## src/rtl/piton_rst_pkg.sv

```systemverilog
// piton_rst_pkg: shared types and configuration checks for the core reset controller
package piton_rst_pkg;

    typedef enum logic [1:0] {
        ST_WAIT    = 2'd0,
        ST_RELEASE = 2'd1,
        ST_RUN     = 2'd2,
        ST_HOLD    = 2'd3
    } state_e;

    typedef enum logic [1:0] {
        WAKE_CNT  = 2'd0,
        WAKE_PKT  = 2'd1,
        WAKE_BOTH = 2'd2
    } wake_mode_e;

    // The hold must outlast the reset synchronizer so the core sees reset drop.
    function automatic bit soft_rst_cycles_ok(input int unsigned cycles, input int unsigned stages);
        return cycles >= stages + 1;
    endfunction

endpackage

```

## src/rtl/sync_chain.sv

```systemverilog
// sync_chain: single-bit multi-flop synchronizer with asynchronous active-low clear
module sync_chain #(
    parameter int unsigned Stages = 2
) (
    input  logic clk_i,
    input  logic reset_l,
    input  logic d,
    output logic q
);

    logic [Stages-1:0] ff_q;

    // shift the input through the chain; reset clears every stage at once
    always_ff @(posedge clk_i or negedge reset_l) begin
        if (!reset_l) ff_q <= '0;
        else          ff_q <= {ff_q[Stages-2:0], d};
    end

    assign q = ff_q[Stages-1];

endmodule

```

## src/rtl/piton_core_reset_ctrl.sv

```systemverilog
// piton_core_reset_ctrl: tile-to-core wake sequencing, soft reset and interrupt conditioning
module piton_core_reset_ctrl
    import piton_rst_pkg::*;
#(
    parameter int unsigned WakeCntWidth  = 16,
    parameter int unsigned SyncStages    = 2,
    parameter int unsigned NrIrq         = 2,
    parameter int unsigned WakeMode      = 0,
    parameter bit          SoftRstEn     = 1'b1,
    parameter int unsigned SoftRstCycles = 8
) (
    input  logic             clk_i,
    input  logic             reset_l,
    input  logic             wake_pkt_i,
    input  logic             sw_rst_req_i,
    input  logic [NrIrq-1:0] irq_i,
    input  logic             ipi_i,
    input  logic             time_irq_i,
    input  logic             debug_req_i,
    output logic             spc_grst_l,
    output logic [NrIrq-1:0] irq_o,
    output logic             ipi_o,
    output logic             time_irq_o,
    output logic             debug_req_o,
    output logic [1:0]       state_o
);

    localparam int unsigned      HoldW    = $clog2(SoftRstCycles + 1);
    localparam logic [HoldW-1:0] HoldLast = HoldW'(SoftRstCycles - 1);
    localparam wake_mode_e       Mode     = wake_mode_e'(WakeMode[1:0]);
    localparam int unsigned      NrIn     = NrIrq + 3;

    if (!soft_rst_cycles_ok(SoftRstCycles, SyncStages)) begin : g_cfg_err
        $error("SoftRstCycles must be at least SyncStages+1");
    end

    state_e                  state_q, state_d;
    logic [WakeCntWidth-1:0] cnt_q, cnt_d;
    logic                    wake_seen_q, wake_seen_d;
    logic [HoldW-1:0]        hold_cnt_q, hold_cnt_d;
    logic                    cnt_msb, wake_ok, rst_req, run;
    logic [NrIn-1:0]         int_async, int_sync;

    assign cnt_msb = cnt_q[WakeCntWidth-1];
    assign wake_ok = (Mode == WAKE_CNT) ? cnt_msb :
                     (Mode == WAKE_PKT) ? wake_seen_q : (cnt_msb & wake_seen_q);
    assign rst_req = (state_q == ST_RELEASE) || (state_q == ST_RUN);
    assign run     = (state_q == ST_RUN);

    // sequencer state registers, all cleared by the chip reset
    always_ff @(posedge clk_i or negedge reset_l) begin
        if (!reset_l) begin
            state_q     <= ST_WAIT;
            cnt_q       <= '0;
            wake_seen_q <= 1'b0;
            hold_cnt_q  <= '0;
        end else begin
            state_q     <= state_d;
            cnt_q       <= cnt_d;
            wake_seen_q <= wake_seen_d;
            hold_cnt_q  <= hold_cnt_d;
        end
    end

    // next-state: wake counting and packet capture only happen in WAIT
    always_comb begin
        state_d     = state_q;
        cnt_d       = cnt_q;
        wake_seen_d = wake_seen_q;
        hold_cnt_d  = hold_cnt_q;
        case (state_q)
            ST_WAIT: begin
                cnt_d       = cnt_msb ? cnt_q : cnt_q + 1'b1;
                wake_seen_d = wake_seen_q | wake_pkt_i;
                if (wake_ok) state_d = ST_RELEASE;
            end
            ST_RELEASE: begin
                if (spc_grst_l) state_d = ST_RUN;
            end
            ST_RUN: begin
                if (SoftRstEn && sw_rst_req_i) begin
                    state_d    = ST_HOLD;
                    hold_cnt_d = '0;
                end
            end
            ST_HOLD: begin
                hold_cnt_d = hold_cnt_q + 1'b1;
                if (hold_cnt_q == HoldLast) state_d = ST_RELEASE;
            end
            default: state_d = ST_WAIT;
        endcase
    end

    sync_chain #(.Stages(SyncStages)) u_rst_sync (
        .clk_i   (clk_i),
        .reset_l (reset_l),
        .d       (rst_req),
        .q       (spc_grst_l)
    );

    assign int_async = {debug_req_i, time_irq_i, ipi_i, irq_i};

    for (genvar i = 0; i < NrIn; i++) begin : g_int_sync
        sync_chain #(.Stages(SyncStages)) u_sync (
            .clk_i   (clk_i),
            .reset_l (reset_l),
            .d       (int_async[i]),
            .q       (int_sync[i])
        );
    end

    assign irq_o       = int_sync[NrIrq-1:0] & {NrIrq{run}};
    assign ipi_o       = int_sync[NrIrq]     & run;
    assign time_irq_o  = int_sync[NrIrq+1]   & run;
    assign debug_req_o = int_sync[NrIrq+2]   & run;
    assign state_o     = state_q;

endmodule

```

## config.mk

```make
export PLATFORM = sky130hd
export DESIGN_NAME = piton_core_reset_ctrl
export DESIGN_NICKNAME = d
export VERILOG_FILES = /design/src/rtl/piton_rst_pkg.sv /design/src/rtl/sync_chain.sv /design/src/rtl/piton_core_reset_ctrl.sv
export SDC_FILE = /design/constraint.sdc
export NUM_CORES = 1
export LEC_CHECK = 0
export ABC_AREA = 1
export BUFFER_PORTS_ARGS = -buffer_cell sky130_fd_sc_hd__buf_4
export CAP_MARGIN = 10
export CORE_AREA = 2 2 65 91
export CTS_BUF_LIST = sky130_fd_sc_hd__clkbuf_8
export DETAILED_ROUTE_END_ITERATION = 16
export DIE_AREA = 0 0 67 93
export REMOVE_ABC_BUFFERS = 1
export SYNTH_ARGS = -nofsm -noshare
export SYNTH_HDL_FRONTEND = slang
export SYNTH_HIERARCHICAL = 1
export SYNTH_SLANG_ARGS = --single-unit
```

## constraint.sdc

```tcl
create_clock -name clk_i -period 1.95 [get_ports clk_i]
set_input_delay 0.0975 -clock clk_i [delete_from_list [all_inputs] [get_ports clk_i]]
set_output_delay 0.0975 -clock clk_i [all_outputs]
set_load 0.01 [all_outputs]
```

After elaboration in Yosys (flattened, before gate mapping)
Index checks and enable logic that the tools add are counted.
{ "classes": {"n_addsub": 2, "eq_ne": 8, "muxes": 8, "bitwise_logic": 5, "n_reduce_logical": 6} }
{ "ops": {"columns": ["operator", "n"], "rows": [
  ["16-bit by 1-bit adder with 16-bit output, second input constant", 1],
  ["16-bit 2-to-1 mux", 1],
  ["2-bit 2-to-1 mux", 4],
  ["2-bit case mux with 4 select lines", 1],
  ["4-bit case mux with 2 select lines", 1],
  ["2-bit inequality test, second input constant", 3],
  ["4-bit by 1-bit adder with 4-bit output, second input constant", 1],
  ["2-bit == test, second input constant", 2],
  ["4-bit by 3-bit == test with 1-bit output, second input constant", 1],
  ["4-bit 2-to-1 mux", 1],
  ["2-bit AND reduction", 2],
  ["4-bit AND reduction", 1],
  ["1-bit bitwise AND", 3],
  ["2-bit bitwise AND", 1],
  ["2-bit by 1-bit == test with 1-bit output, second input constant", 1],
  ["2-bit logical NOT", 1],
  ["2-bit by 1-bit inequality test with 1-bit output, second input constant", 1],
  ["2-bit nonzero test", 1],
  ["1-bit logical OR", 1],
  ["1-bit NOT", 1]
]} }
{ "word_totals": {"regBits": 34, "input_bits": 9, "out_inout_bits": 8, "wordCells": 39} }

Longest topological paths before layout
{ "logic_depth": {"depth_word": 3, "mapped_depth": 10, "mapped_depth_nobuf": 10} }

Modules after synthesis
Netlist, hierarchy kept.
{ "modules_own_cells": {"columns": ["mod", "instances", "cells_per_inst", "area_per_inst_um2", "seq_area_each_um2"], "rows": [
  ["piton_core_reset_ctrl", 1, 161, 1275.0, 550.5],
  ["sync_chain", 6, 2, 50.0, 50.0]
]} }

Worst setup path before layout
No wires, ideal clock.
{ "synth_timing": {"path_kind": "register -> register", "startpoint": "register state_q[0], in the netlist state_o[0]", "endpoint": "register hold_cnt_q[2]", "t_arrival_ns": 1.311, "required_time_ns": 1.831, "path_slack_ns": 0.520, "path_stages_with_launch": 8, "synth_period_minus_slack_ns": 1.430, "cell_sequence": "dfrtp_1 > inv_1 > ha_1 > inv_1 > nor2_2 > a21oi_2 > a21boi_1 > nor2_1"} }
{ "synth_between": {"elab_chain_cells": 3} }
{ "synth_lines": {"columns": ["element", "line", "text"], "rows": [
  ["from (decl)", "piton_core_reset_ctrl.sv:37", "state_e state_q, state_d;"],
  ["from (signal assigned)", "piton_core_reset_ctrl.sv:58", "state_q <= state_d;"],
  ["2-bit == test", "piton_core_reset_ctrl.sv:71", "case (state_q)"],
  ["2-bit inequality test (no line) / 2-bit nonzero test (equally long branches)", null, null],
  ["2-bit AND reduction (no line)", null, null],
  ["to (signal assigned)", "piton_core_reset_ctrl.sv:61", "hold_cnt_q <= hold_cnt_d;"],
  ["to (decl)", "piton_core_reset_ctrl.sv:40", "logic [HoldW-1:0] hold_cnt_q, hold_cnt_d;"]
]} }
Parallel ways exist; a longest one is shown, timed or not.
A chain may end at the register's enable or synchronous reset.

Worst setup path after layout
Ends and elaborated chain as after synthesis.

==> qor.csv <==
stage,metric,value,unit
sta,hold_viol_final,0,
critical_path,start_kind,register,
logic_synthesis,ys_ff_latch,34,
floorplanning,rows,32,
clock_tree,cts_made_buffers,5,
pwr,vdd_drop_max,0.000305,V
clock_tree,cts_setup_buffers,0,
sta,fin_crit,1.59,ns
critical_path,reg2reg_depth,7,
logic_synthesis,yosysSeqAreaShare,0.540,
clock_tree,root_buffer,clkbuf_8,
outcome,outcome,"finished, final reports clean",
pwr,p_clk_frac,0.459,
sta,drv_slew,0,
clock_tree,clockBufferDepth,2,
pwr,cellPowerDensity,721,mW/mm2
route,ant_nets,0,
worst_hold_path,holdPathStages,5,
worst_hold_path,min-delay-start,sw_rst_req_i,
pwr,internal_power,1120,uW
critical_path,rr_startpoint,state_o[0],
sta,setup_violations,0,
sta,finalCritPeriodShare,0.817,
cells_and_area,mostFrequentLayoutCell,nand2_1,
critical_path,critPathKind,register to register,
logic_synthesis,synth_area,0.00158,mm2
worst_hold_path,holdPathEnd,hold_cnt_q[0],
global_route,grt_pass1_wl,4720,um
route,vias_per_cell,4.32,
logic_synthesis,synth.avg_cell_area,9.11,um2
cells_and_area,filler_cell_count,592,
place,gp_congestion,0.793,
cells_and_area,area_delta_synth_final,23.6,%
clock_tree,tritoncts,yes,
route,route.detailed.drc,0,
place,hpwl,1990,um
logic_synthesis,ys_warn_count,6,
cells_and_area,n_antenna_cell,0,
cells_and_area,fin_cells,270,
route,drt-initial-drc-count,64,
clock_tree,htree_levels,2,
sta,grt_setup_unrepaired,no,
clock_tree,cts.clk_slew.worst_paths,0.07,ns
cells_and_area,final_layout_size_suffix_gt1_frac,0.198,
sta,max_freq,628,MHz
critical_path,worstPathRequired,2.13,ns
place,dpl.cell_count,256,
sta,fin_skew,0.00479,ns
floorplanning,core,0.00545,mm2
pwr,power.share.switching,0.205,
cells_and_area,final_cell_mix,"41 x nand2_1, 34 x dfrtp_1, 30 x inv_1, 15 x buf_4, 13 x nand3_1",
global_route,grt_max_degree,35,
global_route,grt_usage,0.100,
route,routedWlPerCell,9.97,um
job,cap_violations,0,
route,drtPass1Iterations,4,
pwr,comb_power_share,0.027,
worst_hold_path,hold_path.class,input port to register,
place,port_buffers,15,
critical_path,worstReg2RegEnd,hold_cnt_q[2],
floorplanning,io_pins,17,
sta,setup_tns,0,ns
logic_synthesis,synth.distinct_cells,21,
critical_path,r2r_slack,0.36,ns
floorplanning,die_h,93,um
route,wl,2690,um
pwr,p_leak,0.000971,uW
critical_path,cp_max_fo,7,
global_route,grt-ovfl-total,0,
sta,tightest_slew,0.412,ns
cells_and_area,nNetsFinal,216,
floorplanning,start_util,0.289,
global_route,grt_pass1_vias,1159,
global_route,antenna_found_initial,0,
floorplanning,die_w,67,um
logic_synthesis,syn_inst,173,
route,via_count,1167,
clock_tree,clk_latency,0.29,ns
pwr,p_switching,287,uW
clock_tree,cts.sinks,34,
critical_path,end_kind,register,
sta,max-slew-margin-rel,0.725,
critical_path,arrival,1.77,ns
floorplanning,dieArea,0.00623,mm2
pwr,p_seq_frac,0.514,
[worst max-delay path by stage]
stage / slack, ns / to / depth (start not counted) / from
after global placement: 0.38 / cnt_q[12] / 7 / state_o[0]
after global routing: 0.20 / cnt_q[14] / 7 / state_o[0]
after detailed placement: 0.34 / hold_cnt_q[2] / 7 / state_o[0]
final: 0.36 / hold_cnt_q[2] / 7 / state_o[0]
after floorplan: 0.52 / hold_cnt_q[2] / 7 / state_o[0]
after CTS: 0.33 / hold_cnt_q[2] / 7 / state_o[0]
[layer usage]
layer	part of all wire	vias to the layer above	global-route usage	wire length, um
li1	-	591	-	-
met1	0.42	551	0.0984	1130
met2	0.51	19	0.182	1380
met3	0.040	6	0.0289	108
met4	0.027	0	0.0561	74
met5	0	-	0	0
[critical path, stage by stage, from the launching register on]
cell and delay (ns):
dfrtp_1 0.43, inv_1 0.09, ha_1 0.28, inv_1 0.13, nor2_2 0.06, a21oi_2 0.23
a21boi_1 0.21, nor2_1 0.06
[layout make-up]
class / instances / area (um2) / area share
flip-flops and latches: 34 / 851 / 0.437
repair buffers: 21 / 173 / 0.0887
inverters: 33 / 124 / 0.0636
multi-input cells: 106 / 601 / 0.308
well taps: 68 / 85.1 / 0.0437
clock buffers: 5 / 68.8 / 0.0353
clock inverters: 3 / 45.0 / 0.0231
[power groups by stage]
stage	logic, uW	registers (uW)	clock network, uW
finish	37.2	722	644
global route	43.3	723	705
CTS	39.2	722	666
detailed placement	29.4	735	0
global placement	28.6	734	0
floorplan	3.51	734	0
[state kept, by name, summed over array words and instances, names as in the netlist]
name and flops:
g_int_sync.u_sync/ff_q 10, cnt_q 16, u_rst_sync/ff_q 2, hold_cnt_q 4, state_o 2
[kinds of logic after synthesis]
| family | Yosys count | share of synthesized area |
|---|---|---|
| AOI/OAI and AO/OA | 13 | 0.0453 |
| xor gates and xnor gates | 6 | 0.0334 |
| and+or+nand+nor | 81 | 0.255 |
| DFF | 34 | 0.540 |
| adders and majority gates | 6 | 0.0477 |
| buffers and inverters | 33 | 0.0786 |
[synthesized netlist by cell type]
library cell,count,area (um2)
nand2_2,4,25.0
xor2_1,2,17.5
ha_1,6,75.1
nand3_1,13,65.1
nor2_4,4,45.0
nor2_1,7,26.3
a21oi_1,2,10.0
nand4_1,4,25.0
nor3_1,2,10.0
nand2_4,1,11.3
xnor2_1,4,35.0
nand2_1,41,154
dfrtp_1,34,851
o21ai_0,9,45.0
nor2_2,2,12.5
inv_1,30,113
a21oi_2,1,8.76
nand3b_1,1,7.51
nand3_2,2,20.0
inv_2,3,11.3
a21boi_1,1,7.51
[stage by stage]
stage,hold slack (ns),util,instance area [um2],total power (uW),setup WS (ns)
2_1_floorplan,-0.198,-,1580,738,0.520
3_3_place_gp,0.0678,0.326,1770,763,0.377
3_5_place_dp,0.0711,0.326,1770,765,0.342
4_1_cts,0.165,0.358,1950,1430,0.330
5_1_grt,0.195,0.358,1950,1470,0.205
6_report,0.165,0.358,1950,1400,0.357
[timing repair]
action,4_1_cts,5_1_grt
resized for setup,0,0
hold buffers,6,0
endpoints found under the hold margin,39,0
Note: power is estimated with default switching activity, not from simulation.
